===== src/rtl/controle_direcao_if.sv =====
// Bus between the elevator direction controller and its datapath: floor
// requests in; floor, motor direction, door and pending-request state out.
interface controle_direcao_if #(
   parameter int N_ANDARES = 8,
   parameter int W         = 3
);
   logic [N_ANDARES-1:0] botao;
   logic [W-1:0]         andar;
   logic                 sobe;
   logic                 desce;
   logic                 porta_aberta;
   logic [N_ANDARES-1:0] pendentes;
   logic                 ocupado;
   logic [1:0]           estado;

   // botao is a plain level input sampled on every rising edge; there is no
   // valid/ready pairing: a request bit is accepted by the edge that sees it.
   modport master (
      output botao,
      input  andar, sobe, desce, porta_aberta, pendentes, ocupado, estado
   );

   modport slave (
      input  botao,
      output andar, sobe, desce, porta_aberta, pendentes, ocupado, estado
   );
endinterface


===== src/rtl/controle_direcao.sv =====
// SCAN elevator controller: latches floor requests, tracks the car floor and
// keeps moving one way while requests lie ahead, stopping at requested floors.
module controle_direcao #(
   parameter int N_ANDARES = 8,
   parameter int W         = 3,
   parameter int T_VIAGEM  = 2,
   parameter int T_PORTA   = 4
) (
   input logic               clk,
   input logic               rst_n,
   controle_direcao_if.slave bus
);

   localparam int CWV = (T_VIAGEM > 1) ? $clog2(T_VIAGEM) : 1;
   localparam int CWP = (T_PORTA > 1) ? $clog2(T_PORTA) : 1;
   localparam logic [CWV-1:0] VIAGEM_FIM = CWV'(T_VIAGEM - 1);
   localparam logic [CWP-1:0] PORTA_FIM  = CWP'(T_PORTA - 1);

   typedef enum logic [1:0] {
      PARADO   = 2'd0,
      SUBINDO  = 2'd1,
      DESCENDO = 2'd2,
      PORTA    = 2'd3
   } estado_t;

   estado_t              estado, estado_nxt;
   logic [W-1:0]         andar_q, andar_nxt;
   logic [N_ANDARES-1:0] pend, pend_nxt;
   logic                 dir_ult, dir_nxt;
   logic [CWV-1:0]       cnt_v, cnt_v_nxt;
   logic [CWP-1:0]       cnt_p, cnt_p_nxt;
   logic [W-1:0]         prox;
   logic [N_ANDARES-1:0] limpa;
   logic [N_ANDARES-1:0] botao_ef;
   logic                 ha_frente;
   logic                 ha_tras;

   function automatic logic ha_acima(input logic [N_ANDARES-1:0] p,
                                     input logic [W-1:0] f);
      logic r;
      r = 1'b0;
      for (int i = 0; i < N_ANDARES; i++)
         if (p[i] && (i > int'(f))) r = 1'b1;
      return r;
   endfunction

   function automatic logic ha_abaixo(input logic [N_ANDARES-1:0] p,
                                      input logic [W-1:0] f);
      logic r;
      r = 1'b0;
      for (int i = 0; i < N_ANDARES; i++)
         if (p[i] && (i < int'(f))) r = 1'b1;
      return r;
   endfunction

   always_ff @(posedge clk or negedge rst_n) begin
      if (!rst_n) begin
         estado  <= PARADO;
         andar_q <= '0;
         pend    <= '0;
         dir_ult <= 1'b1;
         cnt_v   <= '0;
         cnt_p   <= '0;
      end else begin
         estado  <= estado_nxt;
         andar_q <= andar_nxt;
         pend    <= pend_nxt;
         dir_ult <= dir_nxt;
         cnt_v   <= cnt_v_nxt;
         cnt_p   <= cnt_p_nxt;
      end
   end

   always_comb begin
      estado_nxt = estado;
      andar_nxt  = andar_q;
      dir_nxt    = dir_ult;
      cnt_v_nxt  = cnt_v;
      cnt_p_nxt  = cnt_p;
      prox       = andar_q;
      limpa      = '0;
      botao_ef   = bus.botao;
      ha_frente  = 1'b0;
      ha_tras    = 1'b0;

      case (estado)
         PARADO: begin
            if (pend[andar_q]) begin
               estado_nxt     = PORTA;
               cnt_p_nxt      = '0;
               limpa[andar_q] = 1'b1;
            end else if (ha_acima(pend, andar_q)) begin
               estado_nxt = SUBINDO;
               dir_nxt    = 1'b1;
               cnt_v_nxt  = '0;
            end else if (ha_abaixo(pend, andar_q)) begin
               estado_nxt = DESCENDO;
               dir_nxt    = 1'b0;
               cnt_v_nxt  = '0;
            end
         end

         SUBINDO, DESCENDO: begin
            if (cnt_v == VIAGEM_FIM) begin
               // Next decision is made from the floor being arrived at.
               prox      = (estado == SUBINDO) ? andar_q + W'(1) : andar_q - W'(1);
               andar_nxt = prox;
               cnt_v_nxt = '0;
               ha_frente = (estado == SUBINDO) ? ha_acima(pend, prox) : ha_abaixo(pend, prox);
               ha_tras   = (estado == SUBINDO) ? ha_abaixo(pend, prox) : ha_acima(pend, prox);
               if (pend[prox]) begin
                  estado_nxt  = PORTA;
                  cnt_p_nxt   = '0;
                  limpa[prox] = 1'b1;
               end else if (!ha_frente) begin
                  if (ha_tras) begin
                     estado_nxt = (estado == SUBINDO) ? DESCENDO : SUBINDO;
                     dir_nxt    = (estado == DESCENDO);
                  end else begin
                     estado_nxt = PARADO;
                  end
               end
            end else begin
               cnt_v_nxt = cnt_v + CWV'(1);
            end
         end

         PORTA: begin
            // A press at the open floor reopens the door instead of queueing.
            botao_ef[andar_q] = 1'b0;
            ha_frente = dir_ult ? ha_acima(pend, andar_q) : ha_abaixo(pend, andar_q);
            ha_tras   = dir_ult ? ha_abaixo(pend, andar_q) : ha_acima(pend, andar_q);
            if (bus.botao[andar_q]) begin
               cnt_p_nxt = '0;
            end else if (cnt_p == PORTA_FIM) begin
               cnt_p_nxt = '0;
               cnt_v_nxt = '0;
               if (ha_frente) begin
                  estado_nxt = dir_ult ? SUBINDO : DESCENDO;
               end else if (ha_tras) begin
                  estado_nxt = dir_ult ? DESCENDO : SUBINDO;
                  dir_nxt    = ~dir_ult;
               end else begin
                  estado_nxt = PARADO;
               end
            end else begin
               cnt_p_nxt = cnt_p + CWP'(1);
            end
         end

         default: estado_nxt = PARADO;
      endcase

      // New requests win over the bit being served, except the door floor.
      pend_nxt = (pend & ~limpa) | botao_ef;
   end

   assign bus.andar        = andar_q;
   assign bus.sobe         = (estado == SUBINDO);
   assign bus.desce        = (estado == DESCENDO);
   assign bus.porta_aberta = (estado == PORTA);
   assign bus.pendentes    = pend;
   assign bus.ocupado      = (estado != PARADO) || (|pend);
   assign bus.estado       = estado;

endmodule


===== src/flat_wrapper.sv =====
// flat-port wrapper written by rule: the top's interface ports become plain ports
module controle_direcao_flat 
#(
   parameter int N_ANDARES = 8,
   parameter int W         = 3,
   parameter int T_VIAGEM  = 2,
   parameter int T_PORTA   = 4
)
  (clk, rst_n, bus_botao, bus_andar, bus_sobe, bus_desce, bus_porta_aberta, bus_pendentes, bus_ocupado, bus_estado);
  controle_direcao_if #(.N_ANDARES(N_ANDARES), .W(W)) bus_i ();
  input logic clk;
  input logic rst_n;
  input wire logic [$bits(bus_i.botao)-1:0] bus_botao;
  output wire logic [$bits(bus_i.andar)-1:0] bus_andar;
  output wire logic [$bits(bus_i.sobe)-1:0] bus_sobe;
  output wire logic [$bits(bus_i.desce)-1:0] bus_desce;
  output wire logic [$bits(bus_i.porta_aberta)-1:0] bus_porta_aberta;
  output wire logic [$bits(bus_i.pendentes)-1:0] bus_pendentes;
  output wire logic [$bits(bus_i.ocupado)-1:0] bus_ocupado;
  output wire logic [$bits(bus_i.estado)-1:0] bus_estado;
  assign bus_i.botao = bus_botao;
  assign bus_andar = bus_i.andar;
  assign bus_sobe = bus_i.sobe;
  assign bus_desce = bus_i.desce;
  assign bus_porta_aberta = bus_i.porta_aberta;
  assign bus_pendentes = bus_i.pendentes;
  assign bus_ocupado = bus_i.ocupado;
  assign bus_estado = bus_i.estado;
  controle_direcao #(.N_ANDARES(N_ANDARES), .W(W), .T_VIAGEM(T_VIAGEM), .T_PORTA(T_PORTA)) u_core (.clk(clk), .rst_n(rst_n), .bus(bus_i));
endmodule

===== config.mk =====
export PLATFORM = sky130hd
export DESIGN_NAME = controle_direcao_flat
export DESIGN_NICKNAME = d
export VERILOG_FILES = /design/src/rtl/controle_direcao_if.sv /design/src/rtl/controle_direcao.sv /design/src/flat_wrapper.sv
export SDC_FILE = /design/constraint.sdc
export NUM_CORES = 1
export LEC_CHECK = 0
export CAP_MARGIN = 20
export CORE_MARGIN = 8
export CORE_UTILIZATION = 40
export DETAILED_ROUTE_END_ITERATION = 6
export PLACE_DENSITY = 0.72
export RECOVER_POWER = 25
export SKIP_LAST_GASP = 1
export SLEW_MARGIN = 25
export SYNTH_ARGS = -nofsm -noshare
export SYNTH_HDL_FRONTEND = slang
export SYNTH_SLANG_ARGS = --single-unit

===== constraint.sdc =====
create_clock -name clk -period 6.64 [get_ports clk]
set_input_delay 1.328 -clock clk [delete_from_list [all_inputs] [get_ports clk]]
set_output_delay 1.328 -clock clk [all_outputs]
set_load 0.05 [all_outputs]

==> results of run 1 <==
worst min path at each step:
stage	from	cells past startpoint	slack, ns	end
after global placement	u_core.cnt_p[1]	1	0.49	u_core.cnt_p[1]
after CTS	u_core.cnt_p[1]	1	0.53	u_core.cnt_p[1]
after global routing	u_core.cnt_p[1]	1	0.54	u_core.cnt_p[1]
after detailed placement	u_core.cnt_p[1]	1	0.51	u_core.cnt_p[1]
final	u_core.cnt_p[1]	1	0.52	u_core.cnt_p[1]
after floorplan	u_core.cnt_p[1]	1	0.48	u_core.cnt_p[1]
flip-flops by register name (all words and copies together), names as in the netlist:
register,count
u_core.bus.pendentes,8
u_core.bus.andar,3
u_core.bus.estado,2
u_core.cnt_p,2
u_core.cnt_v,1
u_core.dir_ult,1
stage by stage:
stage	cell area (sq um)	hold WS, ns	worst slack [ns]
after floorplan	2160	0.484	3.39
final	2460	0.525	2.90
after global routing	2460	0.541	2.67
after global placement	2410	0.494	2.98
after CTS	2460	0.527	2.93
after detailed placement	2410	0.509	2.99
cell usage after synthesis (6+ instances only):
master / instances
nand2b_1: 6
and2_1: 7
a22o_1: 6
mux2i_1: 9
dfrtp_1: 16
a21oi_1: 13
clkbuf_1: 7
inv_1: 14
ha_1: 12
nand2_1: 29
nor3_1: 9
nand3_1: 7
buf_2: 8
nor2b_1: 8
o21ai_0: 23
nor2_1: 18
per-layer routing:
metal  vias to the layer above  routed length [um]
met4                         0                 210
li1                       1045                   -
met2                        91                2960
met5                         -                   0
met3                        15                 391
met1                      1053                2950
layout make-up:
class                           count  share of cell area (%)
Sequential cell                    17                    17.3
Timing Repair Buffer               27                    10.9
Inverter                           15                    2.29
Multi-Input combinational cell    224                    64.1
Clock buffer                        4                    1.83
Tap cell                           70                    3.56
worst max-delay path, delay by kind of cell (launching register included):
family | cells | cell delay [ns]
and+or+nand+nor | 3 | 0.95
DFF | 1 | 0.77
AOI/OAI and AO/OA | 4 | 0.72
adders and majority gates | 1 | 0.70
buffers and inverters | 1 | 0.47
cell families after synthesis:
| logic type | after synthesis | share of synthesized area [%] |
|---|---|---|
| simple gates | 104 | 24.6 |
| compound gates | 88 | 28.7 |
| buf+inv | 34 | 7.24 |
| mux | 17 | 10.8 |
| flops | 17 | 19.8 |
| fa+ha+maj | 12 | 6.95 |
| xor+xnor | 3 | 1.91 |
==> out/qor.txt, run 1 <==
Area taken by multi-input logic gates = 1580 sq um
First-pass GRT wire length = 10.7 mm
GRT met1 Usage = 23.2%
Port bufs = 26
Largest cells by area after synthesis = dfrtp_1 (19%), ha_1 (7.0%), o21ai_0 (5.3%)
R2R cell count = 9
Syn nets = 297
Die Height = 89.5 um
Antenna diode count = 0
Hold_buf cts = 0
Nets = 310
Share of the synthesized area in the top cell type = 18.5%
Post-DR vias/cell = 6.17
Worst path max stage delay = 0.77 ns
WL/cell = 18.2 um
RD Place Congestion = 0.957
Fillers = 522
Slew Viols, Final = 0
Routed wire length = 6.51 mm
Post-DP HPWL = 4.87 mm
Critical path arrival = 3.88 ns
Worst path cell trace = inv_1 -> ha_1 -> nor2b_1 -> a221oi_2 -> o211ai_2 -> and2_4 -> or4_1 -> a21oi_1 -> o21ai_1
Initial antenna violation count = 0
Die W = 89.5 um
GR Util met2 = 26.5%
Hold Vio Cnt, Final = 0
Final Cycle Share = 56.3%
Clock skew = 0.00953 ns
Sequential Area = 427 sq um
Detailed Routing Iterations Pass 1 = 5
Core Region = 5170 sq um
Fin Setup TNS = 0 ns
Fmax = 0.268 GHz
#FFs+latches synth = 17
EDFF count, synth = 0
Grt ovf = 0
Worst Path Required = 6.78 ns
H-tree Lvls = 1
WS Path Type = reg -> reg
Share of post-route cells with drive strength above 1 = 8.01%
CTS Buffer Depth = 2
Via count = 2,204
CTS tree = yes
GRT Max-Usage Layer = met2
Critical Path End Type = flip-flop
Reg-to-reg startpoint = u_core.bus.andar[0]
R2R setup slack = 2.90 ns
Crit path capture = u_core.bus.pendentes[7]
Clock latency on the worst-skew pair = 0.27 ns
Synth Instances = 275
Commonest non-fill, non-tap cell in the layout = nand2_1
Initial drt markers = 185
Slew @ Worst Pin = 0.832 ns
# IOs = 27
Post-Layout Cell Count = 357
Number of global-route vias before repair = 2,026
Largest net degree at the start of global routing = 29
Setup Fix Bufs, Post-CTS = 0
Main synth FF type = dfrtp_1
Synth Area per Inst = 7.85 sq um
Worst r2r dst = u_core.bus.pendentes[7]
Library cells used by synthesis = 63
Cell Area, Synth = 2160 sq um
All-layer global routing usage = 17.3%
Commonest cells after routing, fill and taps aside = nand2_1 (29), clkdlybuf4s50_1 (25), o21ai_0 (23)
Clock transition at path regs = 0.08 ns
Met3 Usage GRT = 2.30%
Max-Cap Viols = 0
Worst hold path type = reg -> reg
Row cnt = 26
Slew margin rel. = 44.4%
Dominant cell type by area after synthesis = dfrtp_1
Crit path from = u_core.bus.andar[0]
Fraction of registers with async set/reset = 100%
Slowest CP cell = dfrtp_1
Drt drc = 0
Core Util, Final = 47.6%
RSZ-0062 raised after global routing = no
Full die area = 8010 sq um
PostCTS Resize Cnt = 0
# setup viols final = 0
Startpoint Class = flip-flop
Run status = completed
Root buf cell = clkbuf_8
Synth-to-layout area growth = 13.9%
Sequential fraction of the synthesis area = 19.8%
Crit path max fanout = 20
Ys Warns = 0
Clock Sinks = 17
Placed instance count = 353
Antenna Nets Post-Route = 0
TritonCTS Buffers = 3
Initial Utilization = 41.8%
Min Tclk post-route = 3.74 ns
Power of run 1 is not shown: default switching activity piles up to over one toggle a cycle in this logic, so the estimate is an artifact.
==> inputs of run 2 (changes only) <==
Clock period 6.64 ns to 3.8 ns, I/O delays scaled along.
==> run 2 against run 1 <==
Hold slack worse by 0.0067 ns. First-iteration DRC count grew 40%. Routed wire length rose by 1.8%. Largest cell class unchanged. Cell area up 1.3%.
==> out/qor.txt, run 2 (synthesis gave the netlist of run 1 again) <==
Initial antenna violation count = 0 (unchanged)
Drt drc = 0 (unchanged)
Slew margin rel. = 40.7% (-3.7 points)
Port bufs = 26 (unchanged)
Area taken by multi-input logic gates = 1580 sq um (unchanged)
Final Cycle Share = 83.3%
GR Util met2 = 28.4% (+1.8 points)
CTS tree = yes
Full die area = 8010 sq um (unchanged)
Core Region = 5170 sq um (unchanged)
Min Tclk post-route = 3.16 ns
# setup viols final = 0 (unchanged)
Worst path max stage delay = 0.93 ns (+0.16 ns)
H-tree Lvls = 1 (unchanged)
Routed wire length = 6.63 mm (+1.8%)
GRT Max-Usage Layer = met2
Number of global-route vias before repair = 2,196 (+8.4%)
Initial Utilization = 41.8% (unchanged)
Root buf cell = clkbuf_8
Post-DP HPWL = 4.93 mm (+1.2%)
Hold endpoint = u_core.cnt_p[1]
Share of post-route cells with drive strength above 1 = 9.62% (+1.6 points)
Nets = 314 (+1.3%)
Largest net degree at the start of global routing = 24 (-17%)
R2R cell count = 10 (+1)
Synth-to-layout area growth = 15.4%
Sequential Area = 427 sq um (unchanged)
Fin Setup TNS = 0 ns (unchanged)
WHS Path Cells = 1 (unchanged)
R2R setup slack = 0.72 ns (-2.18 ns)
CTS Buffer Depth = 2 (unchanged)
First-pass GRT wire length = 11.0 mm (+3.0%)
Hold Vio Cnt, Final = 0 (unchanged)
Die Height = 89.5 um (unchanged)
Crit path max fanout = 20 (unchanged)
Grt ovf = 0 (unchanged)
PostCTS Resize Cnt = 0 (unchanged)
Worst r2r dst = u_core.bus.pendentes[7]
WS Path Type = reg -> out
Slew Viols, Final = 0 (unchanged)
Critical path arrival = 2.40 ns (-1.48 ns)
GRT met1 Usage = 23.4% (+0.26 points)
Via count = 2,265 (+2.8%)
Run status = completed
Fillers = 502 (-3.8%)
Clock Sinks = 17 (unchanged)
TritonCTS Buffers = 3 (unchanged)
Max-Cap Viols = 0 (unchanged)
RSZ-0062 raised after global routing = no
Worst path cell trace = inv_1 -> ha_1 -> clkdlybuf4s50_1
Met3 Usage GRT = 1.56% (-0.74 points)
Clock transition at path regs = 0.08 ns (about the same)
All-layer global routing usage = 17.5% (+0.27 points)
Clock skew = 0.00134 ns (-0.00820 ns)
Hold Path Origin = u_core.cnt_p[1]
Fmax = 0.316 GHz
Worst hold path type = reg -> reg
Critical Path End Type = output pin
Clock latency on the worst-skew pair = 0.26 ns (about the same)
Slew @ Worst Pin = 0.887 ns (+0.0549 ns)
Detailed Routing Iterations Pass 1 = 7 (+2)
WL/cell = 18.4 um (+0.68%)
Initial drt markers = 259 (+40%)
Commonest cells after routing, fill and taps aside = nand2_1 (29), clkdlybuf4s50_1 (25), o21ai_0 (23)
RD Place Congestion = 0.962 (+0.53%)
Post-DR vias/cell = 6.27 (+1.6%)
Setup Fix Bufs, Post-CTS = 0 (unchanged)
Slowest CP cell = clkdlybuf4s50_1
Reg-to-reg startpoint = u_core.bus.andar[1]
Die W = 89.5 um (unchanged)
Antenna Nets Post-Route = 0 (unchanged)
Commonest non-fill, non-tap cell in the layout = nand2_1
Hold_buf cts = 0 (unchanged)
Startpoint Class = flip-flop
# IOs = 27 (unchanged)
Antenna diode count = 0 (unchanged)
Worst Path Required = 3.04 ns (-3.74 ns)
Row cnt = 26 (unchanged)
Max reg flops = 8 (unchanged)
[run 2: cell count changes in the layout (fill, tap and decap cells not counted)]
| cell | before | now |
|---|---|---|
| clkbuf_1 | 1 | 0 |
| buf_4 | 1 | 5 |
| clkinv_2 | 0 | 1 |
[run 2: through the flow]
step	hold WS [ns]	utilization [%]	instances	setup WS [ns]	cell area, sq um
6_report	0.518	48.2	361	0.635	2490
2_1_floorplan	0.464	-	275	0.549	2160
3_5_place_dp	0.503	47.3	357	0.765	2440
5_1_grt	0.557	48.2	361	0.388	2490
3_3_place_gp	0.502	47.3	357	0.747	2440
4_1_cts	0.520	48.2	361	0.632	2490
[run 2: worst max path at each step]
stage | startpoint | endpoint | slack, ns
2_1_floorplan | u_core.bus.andar[1] | u_core.bus.pendentes[7] | 0.55
3_3_place_gp | u_core.bus.estado[1] | u_core.bus.estado[0] | 0.75
3_5_place_dp | u_core.bus.estado[1] | u_core.bus.estado[0] | 0.77
4_1_cts | u_core.bus.estado[1] | bus_sobe | 0.63
5_1_grt | u_core.bus.estado[1] | u_core.bus.estado[1] | 0.39
6_report | u_core.bus.estado[1] | bus_sobe | 0.64
[run 2: area by class of cell]
type,instances,area share (%)
clock inverters,1,0.201
repair buffers,31,12.0
clock buffers,3,1.66
flip-flops and latches,17,17.1
inverters,15,2.26
multi-input cells,224,63.3
well taps,70,3.52
[run 2: layer usage]
layer,share of wire [%],vias to the layer above
met3,7.8,17
met1,42,1065
met4,2.2,0
met2,48,129
met5,0,-
li1,-,1054
[run 2: critical path, delay by kind of cell, from the launching register on]
| kind | cells | cell delay (ns) |
|---|---|---|
| flip-flops | 1 | 0.45 |
| buffers and inverters | 2 | 1.08 |
| adder cells (fa/ha/maj) | 1 | 0.62 |
Power of run 2 is left out for the same reason.
